## src/rtl/sysid_regs.sv

```systemverilog
`timescale 1ns/1ps
// sysid_regs
// ---------------------------------------------------------------------------
// Avalon-MM system-identification slave. Returns build constants (system ID,
// build timestamp, version), a byte-writable scratch register, a prescaled
// free-running uptime counter with a coherent LO/HI snapshot, and a
// control/status pair.
//
// Ports
//   clock          sole clock, all logic on the rising edge
//   reset          asynchronous, active-high
//   address[2:0]   word address
//   read           read strobe
//   write          write strobe
//   writedata[31:0] write data
//   byteenable[3:0] byte lanes for writes
//   readdata[31:0] registered read data, holds while readdatavalid is low
//   readdatavalid  one-cycle pulse qualifying readdata
//
// Handshake: there is no waitrequest, so every cycle is accepted. A read
// sampled at edge N produces readdatavalid=1 with its data after edge N.
// A write sampled at edge N updates state at edge N. When read and write
// are both high, the read is serviced and the write is dropped.
//
// Register map
//   0 SYSTEM_ID  RO      1 TIMESTAMP RO       2 VERSION RO
//   3 SCRATCH    RW byte-enabled
//   4 UPTIME_LO  RO, also latches counter[W-1:32] into the HI shadow
//   5 UPTIME_HI  RO, returns the shadow zero-extended
//   6 CONTROL    bit0 EN, bit1 CLR (write-1 pulse, reads 0)
//   7 STATUS     bit0 OVF sticky, write-1-to-clear
// ---------------------------------------------------------------------------
module sysid_regs #(
    parameter logic [31:0] SYSTEM_ID    = 32'h0,
    parameter logic [31:0] TIMESTAMP    = 32'h0,
    parameter logic [31:0] VERSION      = 32'h0001_0000,
    parameter logic [31:0] SCRATCH_INIT = 32'h0,
    parameter int          UPTIME_WIDTH = 48,
    parameter int          PRESCALE     = 1
) (
    input  logic        clock,
    input  logic        reset,
    input  logic [2:0]  address,
    input  logic        read,
    input  logic        write,
    input  logic [31:0] writedata,
    input  logic [3:0]  byteenable,
    output logic [31:0] readdata,
    output logic        readdatavalid
);

    localparam int          HW         = UPTIME_WIDTH - 32;
    localparam logic [15:0] PRESC_LAST = 16'(PRESCALE - 1);

    localparam logic [2:0] A_SYSID   = 3'd0;
    localparam logic [2:0] A_TSTAMP  = 3'd1;
    localparam logic [2:0] A_VERSION = 3'd2;
    localparam logic [2:0] A_SCRATCH = 3'd3;
    localparam logic [2:0] A_UP_LO   = 3'd4;
    localparam logic [2:0] A_UP_HI   = 3'd5;
    localparam logic [2:0] A_CONTROL = 3'd6;
    localparam logic [2:0] A_STATUS  = 3'd7;

    logic [31:0]             scratch_q, scratch_d;
    logic                    en_q, en_d;
    logic                    ovf_q, ovf_d;
    logic [UPTIME_WIDTH-1:0] uptime_q, uptime_d;
    logic [15:0]             presc_q, presc_d;
    logic [HW-1:0]           hi_q, hi_d;
    logic [31:0]             readdata_q, readdata_d;
    logic                    rdv_q, rdv_d;

    logic        wr_acc;
    logic        tick;
    logic        clr;
    logic        w1c;
    logic        wrap;
    logic [31:0] rd_mux;

    // A write only lands when no read shares the cycle.
    assign wr_acc = write & ~read;
    assign tick   = en_q & (presc_q == PRESC_LAST);
    assign clr    = wr_acc & (address == A_CONTROL) & byteenable[0] & writedata[1];
    assign w1c    = wr_acc & (address == A_STATUS) & byteenable[0] & writedata[0];
    // CLR suppresses the tick, so a cleared counter can never report a wrap.
    assign wrap   = tick & (&uptime_q) & ~clr;

    always_comb begin
        rd_mux = 32'h0;
        case (address)
            A_SYSID:   rd_mux = SYSTEM_ID;
            A_TSTAMP:  rd_mux = TIMESTAMP;
            A_VERSION: rd_mux = VERSION;
            A_SCRATCH: rd_mux = scratch_q;
            A_UP_LO:   rd_mux = uptime_q[31:0];
            A_UP_HI:   rd_mux = 32'(hi_q);
            A_CONTROL: rd_mux = {31'h0, en_q};
            A_STATUS:  rd_mux = {31'h0, ovf_q};
            default:   rd_mux = 32'h0;
        endcase
    end

    always_comb begin
        scratch_d  = scratch_q;
        en_d       = en_q;
        ovf_d      = ovf_q;
        uptime_d   = uptime_q;
        presc_d    = presc_q;
        hi_d       = hi_q;
        readdata_d = readdata_q;
        rdv_d      = read;

        if (wr_acc && address == A_SCRATCH) begin
            for (int b = 0; b < 4; b++) begin
                if (byteenable[b]) begin
                    scratch_d[8*b +: 8] = writedata[8*b +: 8];
                end
            end
        end

        // New EN takes effect at this edge; the counters below still use en_q.
        if (wr_acc && address == A_CONTROL && byteenable[0]) begin
            en_d = writedata[0];
        end

        if (clr) begin
            uptime_d = '0;
            presc_d  = '0;
        end else if (en_q) begin
            presc_d = tick ? 16'h0 : presc_q + 16'h1;
            if (tick) begin
                uptime_d = uptime_q + 1'b1;
            end
        end

        // The shadow and LO data both come from the pre-edge counter value,
        // so a tick on the sampling edge cannot tear the snapshot.
        if (clr) begin
            hi_d = '0;
        end else if (read && address == A_UP_LO) begin
            hi_d = uptime_q[UPTIME_WIDTH-1:32];
        end

        // Set beats a same-cycle write-1-to-clear.
        if (wrap) begin
            ovf_d = 1'b1;
        end else if (w1c) begin
            ovf_d = 1'b0;
        end

        if (read) begin
            readdata_d = rd_mux;
        end
    end

    always_ff @(posedge clock or posedge reset) begin
        if (reset) begin
            scratch_q  <= SCRATCH_INIT;
            en_q       <= 1'b1;
            ovf_q      <= 1'b0;
            uptime_q   <= '0;
            presc_q    <= '0;
            hi_q       <= '0;
            readdata_q <= 32'h0;
            rdv_q      <= 1'b0;
        end else begin
            scratch_q  <= scratch_d;
            en_q       <= en_d;
            ovf_q      <= ovf_d;
            uptime_q   <= uptime_d;
            presc_q    <= presc_d;
            hi_q       <= hi_d;
            readdata_q <= readdata_d;
            rdv_q      <= rdv_d;
        end
    end

    assign readdata      = readdata_q;
    assign readdatavalid = rdv_q;

endmodule

```

## config.mk

```make
export PLATFORM = sky130hd
export DESIGN_NAME = sysid_regs
export DESIGN_NICKNAME = d
export VERILOG_FILES = /design/src/rtl/sysid_regs.sv
export SDC_FILE = /design/constraint.sdc
export NUM_CORES = 1
export LEC_CHECK = 0
export ABC_CLOCK_PERIOD_IN_PS = 14400
export BUFFER_PORTS_ARGS = -buffer_cell sky130_fd_sc_hd__buf_2
export CAP_MARGIN = 25
export CORE_UTILIZATION = 50
export CTS_BUF_LIST = sky130_fd_sc_hd__clkbuf_4 sky130_fd_sc_hd__clkbuf_8
export CTS_CLUSTER_SIZE = 16
export DETAILED_ROUTE_END_ITERATION = 6
export HOLD_SLACK_MARGIN = 0.08
export PLACE_DENSITY = 0.7
export SYNTH_ARGS = -nofsm -noshare
export SYNTH_HDL_FRONTEND = slang
export SYNTH_SLANG_ARGS = --single-unit
```

## constraint.sdc

```tcl
create_clock -name clock -period 14.4 [get_ports clock]
set_clock_uncertainty 0.1 [all_clocks]
set_input_delay 2.88 -clock clock [delete_from_list [all_inputs] [get_ports clock]]
set_output_delay 2.88 -clock clock [all_outputs]
set_load 0.05 [all_outputs]
```

==> results.cfg, run 1 <==
[timing]
max_freq_ghz = 0.201
shortest_period_the_worst_path_allows_ns = 4.97
worst_slew_margin_rel_pct = 39.0
setup_viol = 0
timing.final.crit_share_pct = 34.5
unrepaired_setup_endpoints_after_global_routing = no
worst_hold_slack_ns = 0.416
worstMarginPinSlew_ns = 0.903
timing_max_transition_violations_final = 0
final_hold_viol_count = 0
fin_setup_tns_ns = 0

[die]
fp.dieArea_um2 = 14500
die-width_um = 121
core_region_area_um2 = 13500
effective_utilization_at_floorplan_pct = 52.2
std_cell_rows = 42
io-pin-count = 76
die_span_in_y_um = 121

[pwr]
vdd.ir_drop.worst_mv = 0.0631
powerDensity_nw_per_um2 = 149
leakage_uw = 0.00343
power_report.internal_total_uw = 770
power.combinational.fraction_pct = 23.2
power.clock.fraction_pct = 26.2
sequential_share_of_power_pct = 50.6
power.share.switching_pct = 34.8
p_switching_uw = 411

[finish]
finalNonFillerCells = 976
drive_gt1_share_pct = 19.3
antennaDiodeCount = 0
finalInstanceArea_um2 = 7930
num-nets-final = 834
post_layout_util_pct = 58.9
flow.area_growth_from_synthesis_pct = 12.9
final_cell_mix = dfrtp_1, a21oi_1, buf_2
layout.cells.most_common = dfrtp_1

[synth]
yosysWarnings = 0
ys_top_cells_by_area = dfrtp_1, a21oi_1, mux2_2
synth_seq_area_share_pct = 52.4
synth_top_area_share_pct = 52.0
post_synth_edffs = 0
yosys.area.top_type = dfrtp_1
synth_area_per_cell_um2 = 9.64
ys.flop_type = dfrtp_1
syn_inst = 729
postSynth.asyncResetShare_pct = 100
synth_nets = 775
ys_seq_elements = 147
syn-cell-area_um2 = 7030
netlist-cell-type-count = 43

[setup_path]
path_buf_inv = 1
cell_family_with_the_largest_share_of_critical_path_delay = simple AND/OR/NAND/NOR gates
critical_path.slowest_cell = nor4b_1
cp_cell_sequence = buf_2, nand2_1, nor4b_1, nand2_1, mux2_2
critical-path-top-cell-by-count = nand2_1
setup_slack_reg_to_reg_ns = 11.10
worst-endpoint-required_ns = 14.63
critPathLaunchType = input pin
critical_path_arrival_ns = 5.21
crit_fanout = 23
setup.worst_path.class = in -> reg
critical_path.endpoint_type = flop
slowest_delay_ns = 0.82

[clock_tree]
cts_inserted_buffers = 17
cts.repair_timing.setup_buffer_count = 0
tritoncts_num_sinks = 147
ctsHoldBuffers = 0
clock_tree.root_cell = clkbuf_8
worst_setup_hold_path_clk_slew_ns = 0.08
tritoncts = yes
clock_tree.buffer_depth = 2
clock_insertion_delay_worst_skew_ns = 0.45
cts.htree.levels = 4
cts_resized = 0

[global_route]
first_pass_grt_wire_length_mm = 26.6
grt-ovfl-total = 0
maximum_number_of_pins_on_one_net_before_global_route_repair = 79
globalRoute.busiestLayer = met2
first_global_vias = 5358
groute.usage.overall_pct = 23.6
grt.met3_usage_pct = 4.20
globalRouteMet2Util_pct = 35.9
grt_antenna_before_repair = 0
grtUsageMet1_pct = 34.0

[placement]
place_congestion = 0.887
placed_area_um2 = 7530
place_hpwl_mm = 11.4
number_of_buffers_inserted_by_port_buffering = 75
place_inst = 944

[worst_hold_path]
min_path_type = reg -> reg

[routing]
wl_per_cell_um = 16.7
drt_first_iter_violations = 477
routed_via_density = 5.81
postRouteWirelength_mm = 16.3
drt_first_pass_iters = 5
drc = 0
detailroute.via_count = 5672
route.antenna.remaining_nets = 0

[run_status]
status = finished, final reports clean

[run]
max_cap_viol_count = 0
-- synthesized netlist by cell type, types with 2 or more instances --
cell / instances
mux2i_1: 21
nand2_1: 73
xor2_1: 7
nor2_1: 75
clkbuf_1: 38
nor3_1: 13
o31a_1: 2
and4_1: 5
a22oi_1: 15
nand3_1: 26
inv_1: 26
mux2_2: 32
o21ai_0: 19
xnor2_1: 20
or4_1: 13
nor4b_1: 4
nand4b_1: 2
nand4_1: 18
dfrtp_1: 146
buf_1: 2
o22ai_1: 15
o21a_1: 2
o31ai_1: 9
nor4_1: 17
and2_1: 3
nand2b_1: 3
or2_2: 2
and3_1: 6
a21oi_1: 85
ha_1: 3
or3_1: 14
buf_2: 2
-- power groups by stage --
stage | Clock (uW) | Combinational [uW] | Sequential, uW
after global routing | 333 | 305 | 610
after floorplan | 0 | 189 | 601
after detailed placement | 0 | 273 | 602
after global placement | 0 | 261 | 598
after CTS | 318 | 274 | 595
final | 310 | 274 | 597
-- kinds of logic (layout without fill, tap and decap cells) --
logic type / count (synthesis) / after routing / share of synthesized area, %
flops: 147 / 147 / 52.4
fa+ha+maj: 3 / 3 / 0.534
simple gates: 279 / 279 / 19.7
xor+xnor: 27 / 27 / 3.37
buf+inv: 70 / 141 / 3.90
mux: 53 / 53 / 8.12
compound gates: 150 / 150 / 12.0
-- metal layers --
layer	vias to the layer above	wire [um]	part of all wire, %
met5	-	0	0
met4	0	259	1.6
met3	24	839	5.2
met2	159	7500	46
met1	2779	7690	47
li1	2710	-	-
-- per-stage QoR --
stage	setup WS (ns)	total power, uW
finish	9.43	1180
global route	9.35	1250
CTS	9.49	1190
detailed placement	9.01	875
global placement	9.14	859
floorplan	7.47	790
-- worst reg2reg max path, delay by kind of cell, from the launching register on --
family / cells / cell delay [ns]
AND/OR/NAND/NOR: 4 / 2.24
flip-flops: 1 / 0.73
AO/OA/AOI/OAI: 1 / 0.16
-- final timing paths --
| check | from | endpoint | cells after the start |
|---|---|---|---|
| worst max-delay path | address[0] | scratch_q[29] | 5 |
| worst min-delay path | scratch_q[7] | scratch_q[7] | 1 |
| worst max register to register | en_q | uptime_q[40] | 5 |
| worst min register to register | scratch_q[7] | scratch_q[7] | 1 |
| max in group asynchronous | reset | readdata[25] | 4 |
| min in group asynchronous | reset | readdata[3] | 2 |
-- cell type report --
class,instances,area (um2)
fill,1164,5520
clock inverter,11,111
timing repair buffer,84,470
sequential,147,3680
tap,176,220
clock buffer,20,269
inverter,26,103
multi-input combinational,512,3080
-- registers in the layout (all words and copies together), names as in the netlist --
register,flops
ovf_q,1
presc_q,16
en_q,1
readdata,32
readdatavalid,1
hi_q,16
scratch_q,32
uptime_q,48
(Power assumes the default switching activity.)
==> inputs of run 2 (changes only) <==
--- a/config.mk
+++ b/config.mk
@@ -5,7 +5,8 @@
 export SDC_FILE = /design/constraint.sdc
 export NUM_CORES = 1
 export LEC_CHECK = 0
-export ABC_CLOCK_PERIOD_IN_PS = 14400
+export ABC_AREA = 1
+export ABC_CLOCK_PERIOD_IN_PS = 4470
 export BUFFER_PORTS_ARGS = -buffer_cell sky130_fd_sc_hd__buf_2
 export CAP_MARGIN = 25
 export CORE_UTILIZATION = 50
@@ -13,7 +14,7 @@
 export CTS_CLUSTER_SIZE = 16
 export DETAILED_ROUTE_END_ITERATION = 6
 export HOLD_SLACK_MARGIN = 0.08
-export PLACE_DENSITY = 0.7
+export PLACE_DENSITY = 0.72
 export SYNTH_ARGS = -nofsm -noshare
 export SYNTH_HDL_FRONTEND = slang
 export SYNTH_SLANG_ARGS = --single-unit
==> constraint.sdc (replaced) <==
create_clock -name clock -period 4.47 [get_ports clock]
set_clock_uncertainty 0.1 [all_clocks]
set_input_delay 0.894 -clock clock [delete_from_list [all_inputs] [get_ports clock]]
set_output_delay 0.894 -clock clock [all_outputs]
set_load 0.05 [all_outputs]
==> run 2 against run 1 <==
  * Non-clock buffer count shrank 5
  * Die area grew 8.8%
  * Routed wire length grew 20%
  * Sequential cell count is the same
  * Count of clock-buffer cells in the layout is the same
  * Largest cell class unchanged
  * Clock power grew to 3.5 times the previous value
  * Critical endpoint is now hi_q[0]
  * Via count grew 20%
  * Synthesized cell count grew 34%
  * First-iteration DRC count grew 43%
==> results.cfg, run 2 <==
[timing]
shortest_period_the_worst_path_allows_ns = 2.66
timing.final.crit_share_pct = 59.4
unrepaired_setup_endpoints_after_global_routing = no
worstMarginPinSlew_ns = 0.836
worst_slew_margin_rel_pct = 44.2
setup_viol = 0
timing_max_transition_violations_final = 0
final_hold_viol_count = 0
max_freq_ghz = 0.376
fin_setup_tns_ns = 0

[synth]
synth_nets = 1024
post-synth-top-count-cell = nand2_1
netlist-cell-type-count = 41
synth_area_per_cell_um2 = 7.82
postSynth.asyncResetShare_pct = 100
synth_seq_area_share_pct = 48.1
ys_top_cells_by_count = nand2_1, dfrtp_1, nor2_1
yosys.area.top_type = dfrtp_1
post_synth_edffs = 0
ys_top_cells_by_area = dfrtp_1, nand2_1, nor2_1
ys.flop_type = dfrtp_1
yosysWarnings = 0
syn-cell-area_um2 = 7650
ys_seq_elements = 147
syn_inst = 978
synth_top_area_share_pct = 47.7

[routing]
route.antenna.remaining_nets = 0
drt_first_iter_violations = 680
postRouteWirelength_mm = 19.6
detailroute.via_count = 6810
drc = 0
routed_via_density = 5.46
drt_first_pass_iters = 5
wl_per_cell_um = 15.7

[placement]
place_hpwl_mm = 14.4
place_congestion = 0.930
number_of_buffers_inserted_by_port_buffering = 75
placed_area_um2 = 8160

[die]
fp.dieArea_um2 = 15800
io-pin-count = 76
std_cell_rows = 44
die_span_in_y_um = 126
effective_utilization_at_floorplan_pct = 51.9
die-width_um = 126
core_region_area_um2 = 14800

[clock_tree]
cts_resized = 0
cts_inserted_buffers = 17
cts.htree.levels = 4
clock_tree.buffer_depth = 2
tritoncts_num_sinks = 147
clock_insertion_delay_worst_skew_ns = 0.47
worst_setup_hold_path_clk_slew_ns = 0.08
cts.repair_timing.setup_buffer_count = 0
tritoncts = yes
ctsHoldBuffers = 0
clock_tree.root_cell = clkbuf_8

[finish]
finalInstanceArea_um2 = 8580
largest_reg_flops = 48
flow.area_growth_from_synthesis_pct = 12.1
drive_gt1_share_pct = 16.1
layout.cells.most_common = nand2_1
multi_input_comb_area_um2 = 3420
final_cell_mix = nand2_1, dfrtp_1, nor2_1
num-nets-final = 1097
antennaDiodeCount = 0
layout.area.seq_um2 = 3680
largest-register = uptime_q
n_fill_cell = 1372

[setup_path]
worst-endpoint-required_ns = 4.77
setup_slack_reg_to_reg_ns = 2.01
worstRegToRegCells = 9
worst_r2r_startpoint = en_q
critical_path_arrival_ns = 2.96
worst_r2r_endpoint = uptime_q[39]
critPathLaunchType = input pin
setup.worst_path.class = in -> reg
crit_fanout = 23
critical_path.endpoint_type = flop

[global_route]
groute.usage.overall_pct = 26.4
grt_antenna_before_repair = 0
grt-ovfl-total = 0
first_pass_grt_wire_length_mm = 32.4
maximum_number_of_pins_on_one_net_before_global_route_repair = 148
first_global_vias = 6375

[pwr]
powerDensity_nw_per_um2 = 364
vdd.ir_drop.worst_mv = 0.229
leakage_uw = 0.00443

[worst_hold_path]
timing.hold.worst_path_depth = 2
min_path_type = reg -> reg
holdPathEnd = readdata[12]
launch_instance_of_the_worst_min_delay_path = readdata[12]

[run_status]
status = finished, final reports clean

[run]
max_cap_viol_count = 0
-- run 2: area by class of cell --
class	count	share of cell area (%)
Clock buffer	20	3.13
Clock inverter	12	1.82
Inverter	108	4.78
Multi-Input combinational cell	698	39.8
Sequential cell	147	42.9
Tap cell	184	2.68
Timing Repair Buffer	79	4.87
-- run 2: worst max path at each step --
stage | slack (ns) | start | to
6_report | 1.81 | read | hi_q[0]
2_1_floorplan | 1.63 | reset | hi_q[0]
5_1_grt | 1.60 | read | hi_q[14]
3_5_place_dp | 1.38 | read | hi_q[0]
4_1_cts | 1.86 | read | hi_q[0]
3_3_place_gp | 1.39 | read | hi_q[7]
-- run 2: cell families (layout without fill, tap and decap cells) --
family	after synthesis	in the layout	share of synthesized area (%)
buf+inv	133	219	7.24
xor+xnor	8	8	0.916
flops	147	147	48.1
fa+ha+maj	3	3	0.491
compound gates	132	132	10.2
mux	24	24	3.53
simple gates	531	531	29.6
-- run 2: power by group --
part | leakage, uW | switching [uW] | internal (uW)
sequential | 0.00196 | 98.2 | 1450
clock | 0.000216 | 516 | 588
combinational | 0.00226 | 322 | 151
-- run 2: critical path: stages --
cell and delay [ns]:
buf_2 0.37, inv_2 0.07, nand2_2 0.13, nor3_4 0.06, nand2_2 0.38, clkinv_2 0.28, nor2_2 0.53, a22oi_1 0.13
inv_1 0.10
-- run 2: per-stage QoR --
step	std cells	setup WS, ns	total power (uW)	hold WS [ns]	utilization [%]
2_1_floorplan	978	1.63	1910	0.342	-
3_3_place_gp	1216	1.39	2030	0.356	55.3
3_5_place_dp	1216	1.38	2050	0.360	55.3
4_1_cts	1248	1.86	3150	0.381	58.2
5_1_grt	1248	1.60	3280	0.404	58.2
6_report	1248	1.81	3130	0.376	58.2
-- run 2: routing by layer --
layer	track usage [%]	up-vias	share of wire, %
li1	-	3319	-
met1	37.1	3182	45
met2	39.7	261	45
met3	5.27	48	8.0
met4	11.3	0	2.9
met5	0	-	0
==> inputs of run 3 (changes only) <==
--- a/config.mk
+++ b/config.mk
@@ -6,7 +6,7 @@
 export NUM_CORES = 1
 export LEC_CHECK = 0
 export ABC_AREA = 1
-export ABC_CLOCK_PERIOD_IN_PS = 4470
+export ABC_CLOCK_PERIOD_IN_PS = 2730
 export BUFFER_PORTS_ARGS = -buffer_cell sky130_fd_sc_hd__buf_2
 export CAP_MARGIN = 25
 export CORE_UTILIZATION = 50
@@ -14,7 +14,7 @@
 export CTS_CLUSTER_SIZE = 16
 export DETAILED_ROUTE_END_ITERATION = 6
 export HOLD_SLACK_MARGIN = 0.08
-export PLACE_DENSITY = 0.72
+export PLACE_DENSITY = 0.69
 export SYNTH_ARGS = -nofsm -noshare
 export SYNTH_HDL_FRONTEND = slang
 export SYNTH_SLANG_ARGS = --single-unit
==> constraint.sdc (replaced) <==
create_clock -name clock -period 2.73 [get_ports clock]
set_clock_uncertainty 0.1 [all_clocks]
set_input_delay 0.546 -clock clock [delete_from_list [all_inputs] [get_ports clock]]
set_output_delay 0.546 -clock clock [all_outputs]
set_load 0.05 [all_outputs]
==> run 3 against run 2 <==
  * Clock power increased by 72%
  * Cell count increased by 0.96%
  * Final area increased by 1.2%
  * Critical path depth increased by 3
  * Count of clock-buffer cells in the layout decreased by 1
  * Register-to-register slack got worse by 1.6 ns
  * Core utilization increased by 0.71 points
  * Critical endpoint is now uptime_q[30]
==> results.cfg, run 3 (synthesis gave the netlist of run 2 again) <==
[run_status]
status = finished, final reports clean

[timing]
shortest_period_the_worst_path_allows_ns = 2.28
worstMarginPinSlew_ns = 0.627
unrepaired_setup_endpoints_after_global_routing = no
timing_max_transition_violations_final = 0
fin_setup_tns_ns = 0
max_freq_ghz = 0.439
timing.final.crit_share_pct = 83.4
final_hold_viol_count = 0
worst_slew_margin_rel_pct = 58.2
setup_viol = 0
worst_hold_slack_ns = 0.213

[die]
core_region_area_um2 = 14800
fp.dieArea_um2 = 15800
io-pin-count = 76
std_cell_rows = 44
effective_utilization_at_floorplan_pct = 51.9
die_span_in_y_um = 126
die-width_um = 126

[routing]
detailroute.via_count = 6802
route.antenna.remaining_nets = 0
routed_via_density = 5.40
drt_first_iter_violations = 672
wl_per_cell_um = 15.8
postRouteWirelength_mm = 19.9
drt_first_pass_iters = 6
drc = 0

[run]
max_cap_viol_count = 0

[finish]
final_cell_mix = nand2_1, dfrtp_1, nor2_1
flow.area_growth_from_synthesis_pct = 13.5
antennaDiodeCount = 0
drive_gt1_share_pct = 16.9
num-nets-final = 1109
largest-register = uptime_q
layout.cells.most_common = nand2_1
largest_reg_flops = 48
n_fill_cell = 1370

[setup_path]
critical_path.endpoint_type = flop
critPathLaunchType = flop
slowest_delay_ns = 0.43
crit_fanout = 6
critical_path_arrival_ns = 2.53
cp_cell_sequence = inv_1, ha_1, nand2_1, inv_1, nand2_1, nor2_1, nand2_1, buf_4, nor2_2, nand3_1, nand2_1, nor2_1
worst-endpoint-required_ns = 2.98
critical_path.slowest_cell = dfrtp_1
critical-path-top-cell-by-count = nand2_1
setup.worst_path.class = reg -> reg

[placement]
place_congestion = 0.920
place_hpwl_mm = 14.7
number_of_buffers_inserted_by_port_buffering = 75

[pwr]
leakage_uw = 0.00448
powerDensity_nw_per_um2 = 600
vdd.ir_drop.worst_mv = 0.384

[clock_tree]
clock_tree.root_cell = clkbuf_8
cts.htree.levels = 4
tritoncts_num_sinks = 147
clock_insertion_delay_worst_skew_ns = 0.46
worst_setup_hold_path_clk_slew_ns = 0.09
cts_inserted_buffers = 17
cts_resized = 0
tritoncts = yes
clock_tree.buffer_depth = 2

[global_route]
groute.usage.overall_pct = 26.9
grt_antenna_before_repair = 0
grt-ovfl-total = 0
first_global_vias = 6268
maximum_number_of_pins_on_one_net_before_global_route_repair = 102
first_pass_grt_wire_length_mm = 32.8

[worst_hold_path]
min_path_type = in -> reg
## run 3: changes by cell type in the layout (fill, tap and decap cells not counted), sizes merged
cell	change
clkinv	-4
buf	+11
dlygate4sd3	+1
clkinvlp	+3
inv	+1
bufinv	+1
clkbuf	-1
## run 3: power by group
part	internal (uW)	switching, uW
clock network	1030	861
logic	265	533
registers	2380	152
total	3670	1550
## run 3: critical path, delay by kind of cell (launching register included)
kind,cells,cell delay (ns)
fa+ha+maj,1,0.15
simple gates,8,1.08
buf+inv,3,0.39
flops,1,0.43
## run 3: worst paths after layout
path / startpoint / end / slack [ns] / depth (start not counted)
max in group asynchronous: reset / uptime_q[26] / 1.41 / 4
min: writedata[17] / scratch_q[17] / 0.21 / 2
max reg2reg: presc_q[0] / uptime_q[30] / 0.45 / 12
min reg2reg: readdata[22] / readdata[22] / 0.38 / 2
min in group asynchronous: reset / presc_q[7] / 0.61 / 4
max: presc_q[0] / uptime_q[30] / 0.45 / 12
## run 3: area by class of cell
type / count / area [um2] / share of cell area [%]
Sequential cell: 147 / 3680 / 42.4
Multi-Input combinational cell: 698 / 3420 / 39.3
Timing Repair Buffer: 91 / 510 / 5.88
Inverter: 108 / 410 / 4.72
Clock buffer: 19 / 255 / 2.94
Tap cell: 184 / 230 / 2.65
Clock inverter: 13 / 183 / 2.10
## run 3: repair_timing
| item | 4_1_cts | 5_1_grt |
|---|---|---|
| hold endpoints to repair | 17 | 0 |
| hold buffers | 1 | 0 |
| setup buffers | 0 | 0 |
## run 3: stage by stage
step           utilization [%]  total power (uW)  std cells  instance area, um2  worst slack [ns]
2_1_floorplan                -              3130        978                7660             0.238
3_3_place_gp              55.8              3350       1227                8240             0.411
3_5_place_dp              55.8              3360       1227                8240             0.322
4_1_cts                   58.9              5230       1260                8690             0.490
5_1_grt                   58.9              5460       1260                8690             0.278
6_report                  58.9              5220       1260                8690             0.453
## run 3: metal layers
metal  global-route usage, %  wire length (um)  vias up
met5                       0                 0        -
met2                    41.5              9020      257
li1                        -                 -     3334
met3                    6.71              1500       30
met4                    8.25               340        0
met1                    37.5              9080     3181
